[config.mk]
export PLATFORM = sky130hd
export DESIGN_NAME = chk_stim_gen
export DESIGN_NICKNAME = d
export VERILOG_FILES = /design/src/rtl/chk_stim_pkg.sv /design/src/rtl/stim_lfsr8.sv /design/src/rtl/chk_stim_gen.sv
export SDC_FILE = /design/constraint.sdc
export NUM_CORES = 1
export LEC_CHECK = 0
export ABC_AREA = 1
export BUFFER_PORTS_ARGS = -buffer_cell sky130_fd_sc_hd__buf_4
export CAP_MARGIN = 20
export CORE_MARGIN = 2
export CORE_UTILIZATION = 25
export CTS_CLUSTER_SIZE = 14
export DETAILED_ROUTE_END_ITERATION = 10
export PLACE_DENSITY = 0.47
export SYNTH_ARGS = -nofsm -noshare
export SYNTH_HDL_FRONTEND = slang
export SYNTH_HIERARCHICAL = 1
export SYNTH_SLANG_ARGS = --single-unit
[constraint.sdc]
create_clock -name clk -period 1.7 [get_ports clk]
set_input_delay 0 -clock clk [delete_from_list [all_inputs] [get_ports clk]]
set_output_delay 0 -clock clk [all_outputs]
set_load 0.02 [all_outputs]
[src/rtl/chk_stim_pkg.sv]
// Shared types and constants for the checker stimulus generator: FSM states,
// injected-violation kinds, the one-hot operand table and the LFSR taps.
package chk_stim_pkg;

    typedef enum logic [1:0] {
        ST_IDLE = 2'd0,
        ST_RUN  = 2'd1,
        ST_FIN  = 2'd2
    } state_t;

    typedef enum logic [1:0] {
        INJ_ZERO = 2'd0,
        INJ_EQ   = 2'd1,
        INJ_BIG  = 2'd2,
        INJ_TWO  = 2'd3
    } inj_kind_t;

    // Element [0] is 8'h01, element [3] is 8'h08.
    localparam logic [3:0][7:0] ONEHOT_TBL = {8'h08, 8'h04, 8'h02, 8'h01};

    // Feedback from bits 7,5,4,3.
    localparam logic [7:0] LFSR_TAPS = 8'hB8;

    function automatic logic [7:0] lfsr_next(input logic [7:0] l);
        return {l[6:0], ^(l & LFSR_TAPS)};
    endfunction

endpackage

[src/rtl/stim_lfsr8.sv]
// 8-bit Fibonacci LFSR, shift-left; loads the seed on reset or load, steps on adv.
// A zero seed is replaced by 8'h01 so the register never locks up.
module stim_lfsr8
    import chk_stim_pkg::*;
(
    input  logic       clk,
    input  logic       rst,
    input  logic       load,
    input  logic [7:0] seed,
    input  logic       adv,
    output logic [7:0] q
);

    logic [7:0] seed_nz;
    assign seed_nz = (seed == 8'h00) ? 8'h01 : seed;

    always_ff @(posedge clk) begin
        if (rst || load) begin
            q <= seed_nz;
        end else if (adv) begin
            q <= lfsr_next(q);
        end
    end

endmodule

[src/rtl/chk_stim_gen.sv]
// Stimulus generator for property checkers: emits count vectors (a, b, idx) under
// valid/ready, optionally replacing one vector with a deliberate violation.
module chk_stim_gen
    import chk_stim_pkg::*;
#(
    parameter logic [7:0] LFSR_SEED = 8'hA5,
    parameter int         IDX_DEPTH = 21,
    parameter int         IDX_STEP  = 5
) (
    input  logic       clk,
    input  logic       rst,
    input  logic       start,
    input  logic [7:0] count,
    input  logic       inject_en,
    input  logic [1:0] inject_sel,
    input  logic [7:0] inject_at,
    input  logic       out_ready,
    output logic       out_valid,
    output logic [7:0] out_a,
    output logic [7:0] out_b,
    output logic [4:0] out_idx,
    output logic       busy,
    output logic       done,
    output logic [7:0] vec_cnt
);

    localparam logic [5:0] STEP6  = 6'(IDX_STEP);
    localparam logic [5:0] DEPTH6 = 6'(IDX_DEPTH);

    state_t     state, state_nxt;
    logic [7:0] cnt_q;
    logic       inj_en_q;
    inj_kind_t  inj_sel_q;
    logic [7:0] inj_at_q;
    logic [4:0] idx_q;
    logic [7:0] lfsr_q;
    logic       start_go;
    logic       accept;
    logic       last_acc;
    logic [5:0] idx_sum;
    logic [4:0] idx_nxt;
    logic [7:0] legal_a, legal_b, vec_a, vec_b;

    assign start_go = (state == ST_IDLE) && start;
    assign accept   = out_valid && out_ready;
    assign last_acc = accept && ((vec_cnt + 8'd1) == cnt_q);

    stim_lfsr8 u_lfsr (
        .clk  (clk),
        .rst  (rst),
        .load (start_go),
        .seed (LFSR_SEED),
        .adv  (accept),
        .q    (lfsr_q)
    );

    always_ff @(posedge clk) begin
        if (rst) begin
            state <= ST_IDLE;
        end else begin
            state <= state_nxt;
        end
    end

    always_comb begin
        state_nxt = state;
        case (state)
            ST_IDLE: if (start) state_nxt = (count != 8'd0) ? ST_RUN : ST_FIN;
            ST_RUN:  if (last_acc) state_nxt = ST_FIN;
            ST_FIN:  state_nxt = ST_IDLE;
            default: state_nxt = ST_IDLE;
        endcase
    end

    // Index wraps by subtraction; IDX_STEP < IDX_DEPTH keeps one subtraction enough.
    assign idx_sum = {1'b0, idx_q} + STEP6;
    assign idx_nxt = (idx_sum >= DEPTH6) ? 5'(idx_sum - DEPTH6) : idx_sum[4:0];

    always_ff @(posedge clk) begin
        if (rst) begin
            cnt_q     <= 8'd0;
            inj_en_q  <= 1'b0;
            inj_sel_q <= INJ_ZERO;
            inj_at_q  <= 8'd0;
            idx_q     <= 5'd0;
            vec_cnt   <= 8'd0;
        end else if (start_go) begin
            cnt_q     <= count;
            inj_en_q  <= inject_en && (inject_at < count);
            inj_sel_q <= inj_kind_t'(inject_sel);
            inj_at_q  <= inject_at;
            idx_q     <= 5'd0;
            vec_cnt   <= 8'd0;
        end else if (accept) begin
            idx_q     <= idx_nxt;
            vec_cnt   <= vec_cnt + 8'd1;
        end
    end

    // Payload is a pure function of held state, so it stays put while stalled.
    always_comb begin
        legal_a = ONEHOT_TBL[lfsr_q[1:0]];
        legal_b = (lfsr_q != legal_a) ? lfsr_q : ~legal_a;
        vec_a   = legal_a;
        vec_b   = legal_b;
        if (inj_en_q && (vec_cnt == inj_at_q)) begin
            case (inj_sel_q)
                INJ_ZERO: vec_a = 8'h00;
                INJ_EQ:   vec_b = legal_a;
                INJ_BIG:  vec_a = 8'h80;
                INJ_TWO:  vec_a = 8'h03;
                default:  vec_a = legal_a;
            endcase
        end
    end

    assign out_valid = (state == ST_RUN);
    assign busy      = (state == ST_RUN);
    assign done      = (state == ST_FIN);
    assign out_a     = out_valid ? vec_a : 8'h00;
    assign out_b     = out_valid ? vec_b : 8'h00;
    assign out_idx   = out_valid ? idx_q : 5'd0;

endmodule
==> results of run 1 <==
-- flip-flops by register name (all words and copies together), names as in the netlist --
name,flops
state,2
u_lfsr/q,8
inj_en_q,1
inj_at_q,8
idx_q,5
cnt_q,8
inj_sel_q,2
vec_cnt,8
-- per-layer routing --
layer	vias up	GRT usage
li1	1472	-
met1	1260	0.1868
met2	42	0.2196
met3	8	0.02592
met4	0	0.04212
met5	-	0
-- worst max-delay path: stages (launching register included) --
cell and delay, ns:
dfxtp_4 0.35, buf_6 0.12, inv_4 0.05, o22ai_2 0.06
nor2_1 0.09, nand2_1 0.10, nor2_4 0.13, nand2_4 0.12
nor2_8 0.16, nand2_1 0.06, nand2_1 0.06, nor2_1 0.04
buf_4 0.15
-- final cells by class --
class,instances,share of cell area
Clock buffer,5,0.01810
Tap cell,140,0.04608
Timing Repair Buffer,88,0.1893
Sequential cell,42,0.2456
Inverter,63,0.06386
Multi-Input combinational cell,307,0.4266
Clock inverter,3,0.01053
-- report_power, final --
part,switching (mW),total [mW],internal [mW]
combinational,0.553,0.943,0.390
sequential,0.0942,1.22,1.13
clock,0.366,0.798,0.433
-- worst max path at each step --
stage	end	slack, ns	depth (start not counted)
floorplan	state[0]$_SDFFE_PP0P_	0.07	12
global placement	out_a[0]	0.09	11
detailed placement	out_a[0]	0.09	11
CTS	out_a[0]	-0.18	11
global route	out_b[2]	-0.24	12
finish	out_b[2]	-0.09	12
-- cells in the final DEF (no fill, tap or decap), types with 3 or more instances in the layout --
cell,netlist,routed
xor2_1,8,8
dfxtp_1,34,28
dlygate4sd3_1,0,11
nand4_1,5,5
nor2_4,3,4
nand3_1,25,23
nand2_2,4,4
a22o_1,5,5
o21ai_2,3,5
buf_4,4,71
ha_1,10,8
nand2_1,113,113
nor2_1,48,47
o22ai_1,7,6
nor2_2,4,4
conb_1,2,19
a21oi_1,14,12
inv_1,61,59
o21ai_0,20,18
clkbuf_8,0,5
buf_6,2,5
dfxtp_2,0,4
a21oi_2,1,3
edfxtp_1,8,8
-- cells by family (layout without fill, tap and decap cells) --
group | count (synthesis) | in the layout | share of synthesized area
and+or+nand+nor | 212 | 212 | 0.3417
xor gates and xnor gates | 9 | 9 | 0.02890
buffers and inverters | 75 | 159 | 0.1165
AOI/OAI and AO/OA | 57 | 57 | 0.1266
adders and majority gates | 10 | 10 | 0.04587
DFF | 42 | 42 | 0.3376
other | 2 | 19 | 0.002753
-- synthesized netlist by cell type (2+ instances only) --
cell,instances
a21oi_1,14
a22o_1,5
buf_2,5
buf_4,4
buf_6,2
conb_1,2
dfxtp_1,34
edfxtp_1,8
ha_1,10
inv_1,61
inv_2,2
nand2_1,113
nand2_2,4
nand3_1,25
nand4_1,5
nor2_1,48
nor2_2,4
nor2_4,3
o211ai_1,2
o21ai_0,20
o21ai_1,2
o21ai_2,3
o22ai_1,7
or2_2,2
xor2_1,8
-- metrics by stage --
step                      setup slack, ns  utilization  TNS [ns]
after floorplan                   0.06967            -         0
after global placement            0.08607       0.3178         0
after detailed placement          0.09453       0.3178         0
after CTS                         -0.1821       0.3454    -1.506
after global routing              -0.2353       0.3537    -2.715
final                            -0.09496       0.3537    -1.018
-- what timing repair did --
item / CTS / global route
hold buffers: 11 / 0
hold endpoints to repair: 11 / 0
pin swaps: 11 / 14
resized for setup: 13 / 20
setup buffers: 6 / 4
cloned: 0 / 0
setup endpoints to repair: 13 / 19
==> impl_metrics.csv, run 1 <==
group,metric,value,unit
timing,min_period,1.795,ns
cells_and_area,final_nets,540,
synth,ys_seq_elements,42,
setup_path,end_kind,"output port",
timing,timing.hold.ws,0.01940,ns
die,die_area,11760,um^2
detailed_routing,routed-wl-met2,3.631,mm
detailed_routing,vias,2782,
global_route,antenna_found_initial,0,
detailed_routing,dr.pass1.iters,4,
worst_hold_path,hold_depth,3,
pwr,total_power,2.961,mW
timing,finClkSkew,0.004857,ns
clock_network,clkLatencyLatePin,0.30,ns
timing,rsz0062_at_grt,"yes",
cells_and_area,drive_gt1_frac,0.2539,
placed_design,port_buffers,51,
worst_hold_path,min-delay-start,"count[1]",
cells_and_area,syn2layout_area_growth,39.36,%
setup_path,r2r_cells,9,
pwr,p_per_area,779.0,nW/um^2
global_route,grt_pass1_wl,12.48,mm
detailed_routing,m1WireLength,3.718,mm
clock_network,htree_levels,2,
synth,synth_top_cell_area_share,0.2495,
timing,fmaxAchievable,0.5571,GHz
timing,final.setup.worst_slack,-0.09496,ns
global_route,grt_max_degree,17,
synth,yosysWarnings,6,
synth,synthArstFlopShare,0,
cells_and_area,fillCellCount,1193,
synth,synth.avg_cell_area,6.702,um^2
setup_path,worstPathMaxFanout,6,
synth,yosysSeqAreaShare,0.3376,
global_route,grt_pass1_vias,2591,
die,die_y,108.5,um
setup_path,crit_arrival,1.79,ns
detailed_routing,wl,7.709,mm
clock_network,tritoncts,"done",
setup_path,r2r_end,"idx_q[3]$_SDFFE_PP0P_",
run_status,violations,"negative setup slack",
synth,ys_types,39,
cells_and_area,regArea,933.4,um^2
clock_network,clk_pin_slew_worst_paths,0.08,ns
detailed_routing,wl_met3,241,um
cells_and_area,layout.cells.non_filler,648,
setup_path,r2r_start,"idx_q[0]$_SDFFE_PP0P_",
detailed_routing,viasPerCell,4.293,
cells_and_area,multiInputGateArea,1622,um^2
die,num_rows,38,
die,die_x,108.5,um
pwr,leakagePower,1.885,nW
placed_design,place_area,3415,um^2
die,ios,55,
run_status,status,"finished with violations",
clock_network,cts_buffer_depth,2,
setup_path,path_class,"reg -> out",
setup_path,worstPathRequired,1.70,ns
synth,syn_inst,407,
synth,synth_edf_count,8,
cells_and_area,final_cell_area,3801,um^2
detailed_routing,detail_route.wl_per_cell,11.90,um
setup_path,crit_path_start_kind,"register",
placed_design,hpwlAfterDp,5.966,mm
detailed_routing,drt_iter0_drc,120,
worst_hold_path,holdCritPathClass,"in -> reg",
synth,syn_area,2728,um^2
synth,yosys-top-cells-area,"dfxtp_1 25%, nand2_1 16%, edfxtp_1 8.8%",
detailed_routing,maxUsedRoutingLayer,"met4",
worst_hold_path,min_to,"cnt_q[1]$_SDFFE_PP0P_",
setup_path,cp-startpoint,"vec_cnt[4]$_SDFFE_PP0P_",
timing,final.period_utilization,1.056,
placed_design,place_inst,620,
cells_and_area,diodes,0,
synth,synth_top_cell_by_area,"dfxtp_1",
pwr,ir_worst_vdd,0.0003099,V
job,cap_violations,0,
die,initial_core_util,0.2538,
placed_design,gp_congestion,0.8182,
global_route,overflow,0,
timing,setup_violations,13,
global_route,grt_use_total,0.1373,
clock_network,cts-root-buf,"clkbuf_8",
clock_network,numCtsBuffers,5,
detailed_routing,antenna_left,0,
detailed_routing,drcViolationCount,0,
timing,finalHoldViolations,0,
timing,maxSlewViolCount,0,
clock_network,cts_sinks,42,
die,core,10750,um^2
setup_path,rrSetupSlack,0.12,ns
synth,synth_ff_type,"dfxtp_1",
(Power assumes the default switching activity.)
==> run 2: changes to the inputs <==
==> constraint.sdc (replaced) <==
create_clock -name clk -period 1.8 [get_ports clk]
set_input_delay 0 -clock clk [delete_from_list [all_inputs] [get_ports clk]]
set_output_delay 0 -clock clk [all_outputs]
set_load 0.02 [all_outputs]
==> run 2 against run 1 <==
  * The run now ends clean
  * Count of clock-buffer cells in the layout grew 2
  * Worst setup slack gained 0.14 ns
  * Total power shrank 4.7%
  * Combinational power shrank 7.4%
  * Flip-flop and latch count is the same
  * Critical path type unchanged
  * Critical endpoint is now out_b[3]
==> impl_metrics.csv, run 2 (same netlist as run 1, synthesis figures left out) <==
group,metric,value,unit
timing,final.setup.worst_slack,0.04836,ns
setup_path,path_class,"reg -> out",
pwr,p_per_area,757.6,nW/um^2
setup_path,crit_path_start_kind,"register",
setup_path,cp-startpoint,"vec_cnt[0]$_SDFFE_PP0P_",
setup_path,slowest_delay,0.36,ns
setup_path,r2r_cells,9,
global_route,overflow,0,
cells_and_area,syn2layout_area_growth,36.56,%
global_route,grt_pass1_vias,2464,
die,die_y,108.5,um
timing,finClkSkew,0.01166,ns
clock_network,htree_levels,2,
detailed_routing,antenna_left,0,
run_status,status,"finished clean",
cells_and_area,layout_common_cells,"113 x nand2_1, 73 x buf_4, 59 x inv_1",
setup_path,worstSetupEndpoint,"out_b[3]",
global_route,grt_pass1_wl,11.99,mm
clock_network,cts-root-buf,"clkbuf_8",
pwr,total_power,2.822,mW
pwr,leakagePower,1.858,nW
worst_hold_path,holdCritPathClass,"in -> reg",
setup_path,crit_arrival,1.75,ns
setup_path,rrSetupSlack,0.17,ns
clock_network,clk_pin_slew_worst_paths,0.08,ns
detailed_routing,drt_iter0_drc,82,
setup_path,worstPathCellList,"xor2_1 -> nor2_1 -> nand2_1 -> nor2_4 -> nand2_4 -> nor2_8 -> nand2_1 -> nand2_1 -> nor2_1 -> buf_4",
die,core,10750,um^2
setup_path,worstPathRequired,1.80,ns
setup_path,r2r_start,"idx_q[0]$_SDFFE_PP0P_",
cells_and_area,final_nets,536,
detailed_routing,viasPerCell,4.182,
die,num_rows,38,
pwr,ir_worst_vdd,0.0003776,V
job,cap_violations,0,
setup_path,worstPathMaxFanout,8,
timing,min_period,1.752,ns
die,die_area,11760,um^2
global_route,grt_max_degree,17,
timing,timing.hold.ws,0.02004,ns
cells_and_area,diodes,0,
timing,maxSlewViolCount,0,
timing,setup_violations,0,
clock_network,cts_buffer_depth,2,
die,initial_core_util,0.2538,
timing,fmaxAchievable,0.5709,GHz
cells_and_area,final_common_cell,"nand2_1",
detailed_routing,drcViolationCount,0,
detailed_routing,dr.pass1.iters,4,
placed_design,place_area,3366,um^2
setup_path,cpMaxStageDelayCell,"dfxtp_4",
detailed_routing,detail_route.wl_per_cell,11.77,um
clock_network,clkLatencyLatePin,0.30,ns
cells_and_area,drive_gt1_frac,0.2421,
cells_and_area,utilization,0.3466,
global_route,antenna_found_initial,0,
clock_network,cts_sinks,42,
clock_network,tritoncts,"done",
detailed_routing,vias,2693,
die,ios,55,
placed_design,post-place-ws,0.1704,ns
detailed_routing,wl,7.581,mm
setup_path,crit_top_cell,"nand2_1",
placed_design,port_buffers,51,
setup_path,end_kind,"output port",
placed_design,gp_congestion,0.8380,
cells_and_area,final_cell_area,3725,um^2
clock_network,numCtsBuffers,5,
timing,rsz0062_at_grt,"yes",
setup_path,r2r_end,"idx_q[3]$_SDFFE_PP0P_",
global_route,grt_use_total,0.1315,
timing,finalHoldViolations,0,
die,die_x,108.5,um
placed_design,hpwlAfterDp,5.738,mm
timing,final.period_utilization,0.9731,
-- run 2: layout make-up --
| type | instances | area [um^2] |
|---|---|---|
| multi-input cells | 307 | 1580 |
| inverters | 63 | 240.2 |
| well taps | 140 | 175.2 |
| fillers | 1196 | 7020 |
| flip-flops and latches | 42 | 944.7 |
| repair buffers | 84 | 668.1 |
| clock inverters | 1 | 30.03 |
| clock buffers | 7 | 86.33 |
-- run 2: what timing repair did --
action / in CTS / in global routing
pin swaps: 1 / 9
hold buffers: 10 / 0
endpoints found under the setup margin: 10 / 15
resized for setup: 5 / 17
endpoints found under the hold margin: 10 / 0
setup buffers: 1 / 9
-- run 2: worst min-delay path by stage --
stage                  start                        end  slack, ns  cells past startpoint
6_report            count[0]      cnt_q[0]$_SDFFE_PP0P_       0.02                      3
5_1_grt             count[0]      cnt_q[0]$_SDFFE_PP0P_       0.01                      3
4_1_cts             count[0]      cnt_q[0]$_SDFFE_PP0P_     0.0007                      3
2_1_floorplan   inject_at[2]   inj_at_q[2]$_SDFFE_PP0P_       0.11                      2
3_3_place_gp   inject_sel[1]  inj_sel_q[1]$_SDFFE_PP0P_       0.21                      3
3_5_place_dp   inject_sel[1]  inj_sel_q[1]$_SDFFE_PP0P_       0.21                      3
-- run 2: where the power goes --
part / leakage, nW / internal [mW] / switching, mW
combinational: 1.43 / 0.366 / 0.507
clock: 0.0585 / 0.453 / 0.343
sequential: 0.366 / 1.06 / 0.0920
-- run 2: stage by stage --
step | std cells | setup TNS [ns]
detailed placement | 616 | 0
floorplan | 424 | 0
global placement | 616 | 0
finish | 644 | 0
CTS | 635 | 0
global route | 644 | -0.3038
-- run 2: layer usage --
metal,track usage,wire [um]
met1,0.1687,3602
met2,0.2246,3591
met3,0.02712,301
met4,0.03297,85
met5,0,0
-- run 2: critical path: cells and delay by family (launching register included) --
family | cells | cell delay [ns]
flops | 1 | 0.36
buf+inv | 1 | 0.15
xor+xnor | 1 | 0.14
simple gates | 8 | 0.82
